**config.mk**
```make
export PLATFORM = sky130hd
export DESIGN_NAME = pipe_hazard_ctrl_flat
export DESIGN_NICKNAME = d
export VERILOG_FILES = /design/src/rtl/sarm_pkg.sv /design/src/rtl/pipe_hazard_ctrl_if.sv /design/src/rtl/sat_counter.sv /design/src/rtl/pipe_hazard_ctrl.sv /design/src/flat_wrapper.sv
export SDC_FILE = /design/constraint.sdc
export NUM_CORES = 1
export LEC_CHECK = 0
export ABC_AREA = 1
export BUFFER_PORTS_ARGS = -buffer_cell sky130_fd_sc_hd__buf_2
export CAP_MARGIN = 20
export CORE_MARGIN = 1
export CORE_UTILIZATION = 61
export DETAILED_ROUTE_END_ITERATION = 8
export PLACE_DENSITY = 0.87
export SETUP_SLACK_MARGIN = 0.02
export SLEW_MARGIN = 40
export SYNTH_ARGS = -nofsm -noshare
export SYNTH_HDL_FRONTEND = slang
export SYNTH_HIERARCHICAL = 1
export SYNTH_SLANG_ARGS = --single-unit
```
**constraint.sdc**
```tcl
create_clock -name clk -period 6.2 [get_ports clk]
set_clock_uncertainty 0.05 [all_clocks]
set_input_delay 1.24 -clock clk [delete_from_list [all_inputs] [get_ports clk]]
set_output_delay 1.24 -clock clk [all_outputs]
set_load 0.01 [all_outputs]
```
**src/rtl/sarm_pkg.sv**
```systemverilog
// Shared SARM pipeline types: per-stage metadata entry and forwarding constants.
// Register addresses are zero-extended into fixed-width entry fields.
package sarm_pkg;

    localparam int REG_W       = 4;
    // Storage width for register fields; supports register address widths up to 8 bits
    localparam int ENTRY_REG_W = 8;
    localparam int SEL_RF      = 0;

    typedef struct packed {
        logic                   valid;
        logic [ENTRY_REG_W-1:0] dest;
        logic                   wb_en;
        logic                   mem_r_en;
        logic [ENTRY_REG_W-1:0] src1;
        logic [ENTRY_REG_W-1:0] src2;
        logic                   two_src;
    } stage_entry_t;

endpackage

```
**src/rtl/pipe_hazard_ctrl_if.sv**
```systemverilog
// Control bus between the SARM datapath (master) and the pipeline hazard controller (slave).
interface pipe_hazard_ctrl_if #(
    parameter int REG_W = sarm_pkg::REG_W,
    parameter int SEL_W = 2,
    parameter int CNT_W = 16
);

    logic             fwd_en;
    logic             id_valid;
    logic [REG_W-1:0] id_src1;
    logic [REG_W-1:0] id_src2;
    logic             id_two_src;
    logic [REG_W-1:0] id_dest;
    logic             id_wb_en;
    logic             id_mem_r_en;
    logic             branch_taken;
    logic             mem_busy;

    logic             hazard;
    logic             freeze_front;
    logic             flush_front;
    logic             bubble_ex;
    logic             freeze_all;
    logic [SEL_W-1:0] sel_src1;
    logic [SEL_W-1:0] sel_src2;
    logic [CNT_W-1:0] hazard_cnt;
    logic [CNT_W-1:0] busy_cnt;

    modport master (
        output fwd_en, id_valid, id_src1, id_src2, id_two_src, id_dest,
               id_wb_en, id_mem_r_en, branch_taken, mem_busy,
        input  hazard, freeze_front, flush_front, bubble_ex, freeze_all,
               sel_src1, sel_src2, hazard_cnt, busy_cnt
    );

    modport slave (
        input  fwd_en, id_valid, id_src1, id_src2, id_two_src, id_dest,
               id_wb_en, id_mem_r_en, branch_taken, mem_busy,
        output hazard, freeze_front, flush_front, bubble_ex, freeze_all,
               sel_src1, sel_src2, hazard_cnt, busy_cnt
    );

endinterface

```
**src/rtl/sat_counter.sv**
```systemverilog
// Up-counter that sticks at all-ones; synchronous active-high reset.
module sat_counter #(
    parameter int CNT_W = 16
) (
    input  logic             clk,
    input  logic             rst,
    input  logic             inc,
    output logic [CNT_W-1:0] count
);

    always_ff @(posedge clk) begin
        if (rst) begin
            count <= '0;
        end else if (inc && (count != '1)) begin
            count <= count + CNT_W'(1);
        end
    end

endmodule

```
**src/rtl/pipe_hazard_ctrl.sv**
```systemverilog
// SARM pipeline control: tracks metadata for EXE..WB and derives stall, flush,
// bubble and EXE forwarding selects from it.
module pipe_hazard_ctrl
    import sarm_pkg::*;
#(
    parameter int TRACK = 3,
    parameter int REG_W = sarm_pkg::REG_W,
    parameter int SEL_W = $clog2(TRACK),
    parameter int CNT_W = 16
) (
    input logic               clk,
    input logic               rst,
    pipe_hazard_ctrl_if.slave bus
);

    stage_entry_t           entries [TRACK];
    stage_entry_t           id_entry;
    logic [REG_W-1:0]       id_src1_r, id_src2_r, id_dest_r;
    logic [ENTRY_REG_W-1:0] id_src1_x, id_src2_x, id_dest_x;
    logic [TRACK-1:0]       raw_hit, stall_qual, fwd1_hit, fwd2_hit;
    logic                   hazard;
    logic [SEL_W-1:0]       sel1, sel2;

    assign id_src1_r = bus.id_src1;
    assign id_src2_r = bus.id_src2;
    assign id_dest_r = bus.id_dest;
    assign id_src1_x = ENTRY_REG_W'(id_src1_r);
    assign id_src2_x = ENTRY_REG_W'(id_src2_r);
    assign id_dest_x = ENTRY_REG_W'(id_dest_r);

    // Per-entry producer matches. The WB entry never stalls: its write lands in
    // the register file in the same cycle ID reads it.
    for (genvar k = 0; k < TRACK; k++) begin : g_match
        logic producer;
        assign producer      = entries[k].valid & entries[k].wb_en;
        assign raw_hit[k]    = producer &
                               ((entries[k].dest == id_src1_x) |
                                (bus.id_two_src & (entries[k].dest == id_src2_x)));
        assign stall_qual[k] = (k != TRACK-1) & (~bus.fwd_en | entries[k].mem_r_en);
        assign fwd1_hit[k]   = (k != 0) & producer &
                               (entries[k].dest == entries[0].src1) &
                               (~entries[k].mem_r_en | (k == TRACK-1));
        assign fwd2_hit[k]   = (k != 0) & producer & entries[0].two_src &
                               (entries[k].dest == entries[0].src2) &
                               (~entries[k].mem_r_en | (k == TRACK-1));
    end

    assign hazard = (|(raw_hit & stall_qual)) & bus.id_valid & ~bus.branch_taken;

    // Scan from the oldest entry down so the youngest producer overrides.
    always_comb begin
        sel1 = SEL_W'(SEL_RF);
        sel2 = SEL_W'(SEL_RF);
        if (bus.fwd_en && entries[0].valid) begin
            for (int k = TRACK-1; k >= 1; k--) begin
                if (fwd1_hit[k]) sel1 = SEL_W'(k);
                if (fwd2_hit[k]) sel2 = SEL_W'(k);
            end
        end
    end

    always_comb begin
        id_entry = '0;
        if (bus.id_valid && !hazard && !bus.branch_taken) begin
            id_entry.valid    = 1'b1;
            id_entry.dest     = id_dest_x;
            id_entry.wb_en    = bus.id_wb_en;
            id_entry.mem_r_en = bus.id_mem_r_en;
            id_entry.src1     = id_src1_x;
            id_entry.src2     = id_src2_x;
            id_entry.two_src  = bus.id_two_src;
        end
    end

    always_ff @(posedge clk) begin
        if (rst) begin
            for (int k = 0; k < TRACK; k++) entries[k] <= '0;
        end else if (!bus.mem_busy) begin
            entries[0] <= id_entry;
            for (int k = 1; k < TRACK; k++) entries[k] <= entries[k-1];
        end
    end

    sat_counter #(.CNT_W(CNT_W)) u_hazard_cnt (
        .clk   (clk),
        .rst   (rst),
        .inc   (hazard & ~bus.mem_busy),
        .count (bus.hazard_cnt)
    );

    sat_counter #(.CNT_W(CNT_W)) u_busy_cnt (
        .clk   (clk),
        .rst   (rst),
        .inc   (bus.mem_busy),
        .count (bus.busy_cnt)
    );

    // A taken branch waits out mem_busy; EXE is frozen so the branch stays visible.
    assign bus.hazard       = hazard;
    assign bus.freeze_front = hazard | bus.mem_busy;
    assign bus.flush_front  = bus.branch_taken & ~bus.mem_busy;
    assign bus.bubble_ex    = (hazard | bus.branch_taken) & ~bus.mem_busy;
    assign bus.freeze_all   = bus.mem_busy;
    assign bus.sel_src1     = sel1;
    assign bus.sel_src2     = sel2;

endmodule

```
**src/flat_wrapper.sv**
```systemverilog
// flat-port wrapper written by rule: the top's interface ports become plain ports
module pipe_hazard_ctrl_flat import sarm_pkg::*;
#(
    parameter int TRACK = 3,
    parameter int REG_W = sarm_pkg::REG_W,
    parameter int SEL_W = $clog2(TRACK),
    parameter int CNT_W = 16
)
  (clk, rst, bus_fwd_en, bus_id_valid, bus_id_src1, bus_id_src2, bus_id_two_src, bus_id_dest, bus_id_wb_en, bus_id_mem_r_en, bus_branch_taken, bus_mem_busy, bus_hazard, bus_freeze_front, bus_flush_front, bus_bubble_ex, bus_freeze_all, bus_sel_src1, bus_sel_src2, bus_hazard_cnt, bus_busy_cnt);
  pipe_hazard_ctrl_if #(.REG_W(REG_W), .SEL_W(SEL_W), .CNT_W(CNT_W)) bus_i ();
  input logic clk;
  input logic rst;
  input wire logic [$bits(bus_i.fwd_en)-1:0] bus_fwd_en;
  input wire logic [$bits(bus_i.id_valid)-1:0] bus_id_valid;
  input wire logic [$bits(bus_i.id_src1)-1:0] bus_id_src1;
  input wire logic [$bits(bus_i.id_src2)-1:0] bus_id_src2;
  input wire logic [$bits(bus_i.id_two_src)-1:0] bus_id_two_src;
  input wire logic [$bits(bus_i.id_dest)-1:0] bus_id_dest;
  input wire logic [$bits(bus_i.id_wb_en)-1:0] bus_id_wb_en;
  input wire logic [$bits(bus_i.id_mem_r_en)-1:0] bus_id_mem_r_en;
  input wire logic [$bits(bus_i.branch_taken)-1:0] bus_branch_taken;
  input wire logic [$bits(bus_i.mem_busy)-1:0] bus_mem_busy;
  output wire logic [$bits(bus_i.hazard)-1:0] bus_hazard;
  output wire logic [$bits(bus_i.freeze_front)-1:0] bus_freeze_front;
  output wire logic [$bits(bus_i.flush_front)-1:0] bus_flush_front;
  output wire logic [$bits(bus_i.bubble_ex)-1:0] bus_bubble_ex;
  output wire logic [$bits(bus_i.freeze_all)-1:0] bus_freeze_all;
  output wire logic [$bits(bus_i.sel_src1)-1:0] bus_sel_src1;
  output wire logic [$bits(bus_i.sel_src2)-1:0] bus_sel_src2;
  output wire logic [$bits(bus_i.hazard_cnt)-1:0] bus_hazard_cnt;
  output wire logic [$bits(bus_i.busy_cnt)-1:0] bus_busy_cnt;
  assign bus_i.fwd_en = bus_fwd_en;
  assign bus_i.id_valid = bus_id_valid;
  assign bus_i.id_src1 = bus_id_src1;
  assign bus_i.id_src2 = bus_id_src2;
  assign bus_i.id_two_src = bus_id_two_src;
  assign bus_i.id_dest = bus_id_dest;
  assign bus_i.id_wb_en = bus_id_wb_en;
  assign bus_i.id_mem_r_en = bus_id_mem_r_en;
  assign bus_i.branch_taken = bus_branch_taken;
  assign bus_i.mem_busy = bus_mem_busy;
  assign bus_hazard = bus_i.hazard;
  assign bus_freeze_front = bus_i.freeze_front;
  assign bus_flush_front = bus_i.flush_front;
  assign bus_bubble_ex = bus_i.bubble_ex;
  assign bus_freeze_all = bus_i.freeze_all;
  assign bus_sel_src1 = bus_i.sel_src1;
  assign bus_sel_src2 = bus_i.sel_src2;
  assign bus_hazard_cnt = bus_i.hazard_cnt;
  assign bus_busy_cnt = bus_i.busy_cnt;
  pipe_hazard_ctrl #(.TRACK(TRACK), .REG_W(REG_W), .SEL_W(SEL_W), .CNT_W(CNT_W)) u_core (.clk(clk), .rst(rst), .bus(bus_i));
endmodule
```
Word-level counts from Yosys, hierarchy flattened. Memories as Yosys holds them, arrays and structs flattened. Index checks and enable logic that the tools add are counted.

Register bits: 32. Bits in writable memories: 84. Bits of input ports: 21. Output and inout port bits: 41. Word-level logic and storage cells: 77. Memories kept: 1.

Memory list: u_core.entries (depth 3, bits a word 28, rd ports 3, clocked after Yosys merged registers in 0, wr ports 3, RTL line pipe_hazard_ctrl.sv:16) `stage_entry_t entries [TRACK];`.

Add/sub/neg operators: 2. Eq/ne operators: 12. Muxes and demuxes: 15. Bitwise gates (word level): 37. Reductions and logical operators: 8.

Operator list (number): two-way mux 28 bit (4); == test 8 x 4 -> 1 bit (6); adder 16 x 1 -> 16 bit, second input constant (2); == test 8 bit (4); != test 16 bit, second input constant (2); AND 1 bit (22); two-way mux 2 bit (6); OR 1 bit (10); logical AND 1 bit (5); two-way mux 1 bit (5); inverter 1 bit (4); AND 3 x 2 -> 3 bit (1); OR reduction 3 bit (1); zero test 1 bit (2).

Logic depth before layout (Yosys ltp). An unclocked memory read counts as a cell.

Depth in word-level cells: 14. Gate-level depth with buffers: 18. Gate-level depth less buffers: 17.

Hierarchy. The synthesis kept the hierarchy.

By module, submodules not included: sat_counter (instances 2, cells each 149, area an instance 929.6 sq um, seq. area each 320.3 sq um); pipe_hazard_ctrl (instances 1, cells each 197, area an instance 1699.1 sq um, seq. area each 870.8 sq um).

Least setup slack after synthesis. OpenSTA, ideal clock, no wires.

Kind: input to output. Start point: input port bus_id_src1[1]. End point: output port bus_bubble_ex. Arrival: 2.004 ns. Required time: 4.910 ns. Path slack: 2.906 ns. Cell stages on the path: 9. Path buffers: 0. Path through: inv_1 > nand2_1 > a21oi_1 > nand2_1 > nand2_1 > nand2_1 > nand2_2 > nand2_4 > a21oi_1.

Cells in the longest elaborated chain, start to end: 9. Elaborated cells on any way between the ends: 15. Classes of those cells: 3 x eq/ne; 11 x bitwise; 1 x reduce/logical.

Ends and longest elaborated chain: start, declared (RTL line flat_wrapper.sv:15) `input wire logic [$bits(bus_i.id_src1)-1:0] bus_id_src1;`; == test 8 x 4 -> 1 bit (RTL line pipe_hazard_ctrl.sv:37) `((entries[k].dest == id_src1_x) |`; OR 1 bit (RTL line pipe_hazard_ctrl.sv:37); AND 1 bit (RTL line pipe_hazard_ctrl.sv:36) `assign raw_hit[k] = producer &`; AND 3 x 2 -> 3 bit * (RTL line pipe_hazard_ctrl.sv:48) `assign hazard = (|(raw_hit & stall_qual)) & bus.id_valid & ~bus.branch_taken;`; OR reduction 3 bit * (RTL line pipe_hazard_ctrl.sv:48); AND 1 bit * (2 in series) (RTL line pipe_hazard_ctrl.sv:48); OR 1 bit * (RTL line pipe_hazard_ctrl.sv:102) `assign bus.bubble_ex = (hazard | bus.branch_taken) & ~bus.mem_busy;`; AND 1 bit * (RTL line pipe_hazard_ctrl.sv:102); end, declared (RTL line flat_wrapper.sv:26) `output wire logic [$bits(bus_i.bubble_ex)-1:0] bus_bubble_ex;`.

Every way passes the cells marked *; elsewhere a longest branch is shown, timed or not.

Worst setup path after layout.
Start point: input port bus_id_src1[0]. End point: output port bus_bubble_ex.

Same word-level chain as after synthesis.

==> key figures <==
Clock network
  – Resized cells post-CTS: 0
  – Max Root-Sink Buffers: 2
  – Clock transition at the registers of the reported paths: 0.06 ns
  – CTS tree: done
  – Post-CTS setup buffer count: 0
  – Sink Count: 61
  – Cts hold-fix bufs: 0
  – # H-tree levels: 3
  – Clock latency on the worst-skew pair: 0.33 ns
  – Root buf cell: clkbuf_8
  – CTS Buf Count: 9

Floorplanning
  – Die ar.: 6140 um2
  – DIE HEIGHT: 78.4 um
  – Row count: 27
  – Die Width: 78.4 um
  – Core box area: 5570 um2
  – Initial Util: 0.638
  – IO Count: 62

Timing
  – Slew headroom: 0.555
  – Setup_tns: 0 ns
  – Hold Violations, Final: 0
  – Final Slew Violations: 0
  – Slew @ Worst Pin: 0.668 ns
  – Final setup fails: 0
  – WHS: 0.478 ns
  – Unrepaired setup endpoints after global routing: no
  – Final period util: 0.605
  – Fin crit period: 3.75 ns
  – Max Freq: 267 MHz

Global routing
  – Gr usage total: 0.268
  – Vias in the first global route: 3019
  – Gr ovfl total: 0
  – Pin count of the biggest net entering global routing: 30
  – GRT busiest layer: met2
  – GR Util met2: 0.458
  – Initial antenna violation count: 0
  – First-pass GRT wire length: 12.8 mm
  – Met3 Use GR: 0.0395
  – Grt met1 use: 0.329

Logic synthesis
  – Mapped Cells: 495
  – Netlist Area Pre-Place: 3560 um2
  – Synthesis Warnings: 6
  – Sequential share of the synthesized area: 0.425
  – Cell taking the most area after synthesis: edfxtp_1
  – Syn Nets: 518
  – Netlist cell types: 31
  – Synth Area in XOR/XNOR: 0.0443
  – Ranking of synthesized cells by area: edfxtp_1 (24%), dfxtp_1 (18%), nand2_1 (14%)
  – Adder-cell area share of the yosys netlist: 0.00703
  – Post-synth top area share: 0.245
  – Seq cells post-synth: 61
  – Avg Inst Size Synth: 7.19 um2
  – Simple-gate portion of the synthesized area: 0.414
  – Mux cell area share after synthesis: 0
  – Main combinational cell family by area after synthesis: simple AND/OR/NAND/NOR gates
  – Synth Area in Compound Gates: 0.0359

Pwr
  – Peak VDD IR: 0.140 mV
  – Pwr/cell area: 203 nW/um2
  – Leakage: 1.90 nW

Layout
  – Nets@finish: 583
  – Area growth syn-to-layout: 14.5%
  – Antenna Cells: 0
  – Share of cells above drive strength 1: 0.209
  – Commonest non-fill, non-tap cell in the layout: nand2_1
  – Most frequent cells in the layout: nand2_1 (134), nor2_1 (107), buf_2 (61)

Drt
  – ANT nets after route: 0
  – Wire per inst: 12.0 um
  – 1st-pass router iterations: 7
  – Initial DRC count: 254
  – Vias per inst: 5.20
  – Drt drc: 0
  – Drt total wl: 7.67 mm
  – Via count: 3314

Setup path
  – CP Max Fanout: 3
  – CP endpoint kind: output port
  – Most Frequent Cell on Critical Path: nand2_1
  – Worst Path Required: 4.91 ns
  – Crit path DAT: 2.46 ns
  – Worst path max stage delay: 0.19 ns
  – Slowest CP cell: a21oi_1
  – Worst path cell trace: buf_2 -> inv_1 -> nand2_1 -> nand2_1 -> a21oi_1 -> nand2_1 -> nand2_1 -> nand2_1 -> nand2_2 -> nand2_4 -> a21oi_1 -> buf_2
  – CP Class: in2out
  – CP Launch Type: input port

Place
  – IO buf count: 61
  – Placer Congestion: 0.900
  – Post-DP HPWL: 5.63 mm

Status
  – Outcome: complete, no violations

Run
  – Max_cap viols: 0

Hold path
  – Worst min path class: reg2reg
final timing paths:
check,startpoint,to,slack [ns],depth (start not counted)
worst min-delay path,u_core/u_busy_cnt/count[1],u_core/u_busy_cnt/count[1],0.48,2
worst min register to register,u_core/u_busy_cnt/count[1],u_core/u_busy_cnt/count[1],0.48,2
worst max-delay path,bus_id_src1[0],bus_bubble_ex,2.45,12
worst max register to register,u_core/entries[0][47],u_core/u_hazard_cnt/count[13],3.52,16
synthesized netlist by cell type:
master,number
a211oi_1,2
a21oi_1,18
a221oi_1,1
buf_2,2
buf_4,1
buf_8,1
clkbuf_1,1
clkbuf_4,2
dfxtp_1,32
edfxtp_1,29
ha_1,2
inv_1,55
inv_2,2
nand2_1,134
nand2_2,5
nand2_4,1
nand3_1,27
nand3_4,1
nand4_1,8
nor2_1,107
nor2_2,28
nor2_4,5
nor2_8,2
nor3_1,5
nor4_1,1
o211ai_1,1
o22ai_1,1
or2_0,2
or2_2,1
xnor2_1,9
xor2_1,9
worst max-delay path, delay by kind of cell:
family / cells / cell delay [ns]
simple gates: 7 / 0.49
buf+inv: 3 / 0.36
compound gates: 2 / 0.38
stage by stage:
| stage | setup WS [ns] | instance area, um2 | total power, mW | instances | util |
|---|---|---|---|---|---|
| floorplan | 2.91 | 3560 | 0.500 | 495 | - |
| global placement | 2.55 | 3900 | 0.520 | 621 | 0.700 |
| detailed placement | 2.51 | 3900 | 0.524 | 621 | 0.700 |
| CTS | 2.47 | 4070 | 0.834 | 637 | 0.731 |
| global route | 2.37 | 4070 | 0.860 | 637 | 0.731 |
| finish | 2.45 | 4070 | 0.828 | 637 | 0.731 |
kinds of logic (layout without fill, tap and decap cells):
kind of cell / count (synthesis) / after routing
and+or+nand+nor: 327 / 327
buffers and inverters: 64 / 134
DFF: 61 / 61
AOI/OAI and AO/OA: 23 / 23
xor gates and xnor gates: 18 / 18
adders and majority gates: 2 / 2
report_power, final:
group / internal, mW / total [mW] / switching, mW
clock: 0.166 / 0.313 / 0.147
sequential: 0.435 / 0.445 / 0.0106
combinational: 0.0263 / 0.0703 / 0.0441
total: 0.626 / 0.828 / 0.202
sequential cells by signal, summed over array words and instances, names as in the netlist:
| signal | count |
|---|---|
| u_core/entries | 29 |
| u_core/u_busy_cnt/count | 16 |
| u_core/u_hazard_cnt/count | 16 |
area by class of cell:
class                      count  area, um2
fill                         462       1500
clock buffer                  14        163
tap                           72       90.1
inverter                      57        214
multi-input combinational    370       1780
sequential                    61       1510
timing repair buffer          61        305
clock inverter                 2       8.76
per-layer routing:
| layer | vias to the layer above | share of wire |
|---|---|---|
| met1 | 1493 | 0.43 |
| met3 | 22 | 0.057 |
| met4 | 0 | 0.025 |
| li1 | 1684 | - |
| met2 | 115 | 0.49 |
| met5 | - | 0 |
Power figures use the tool's default switching activity.
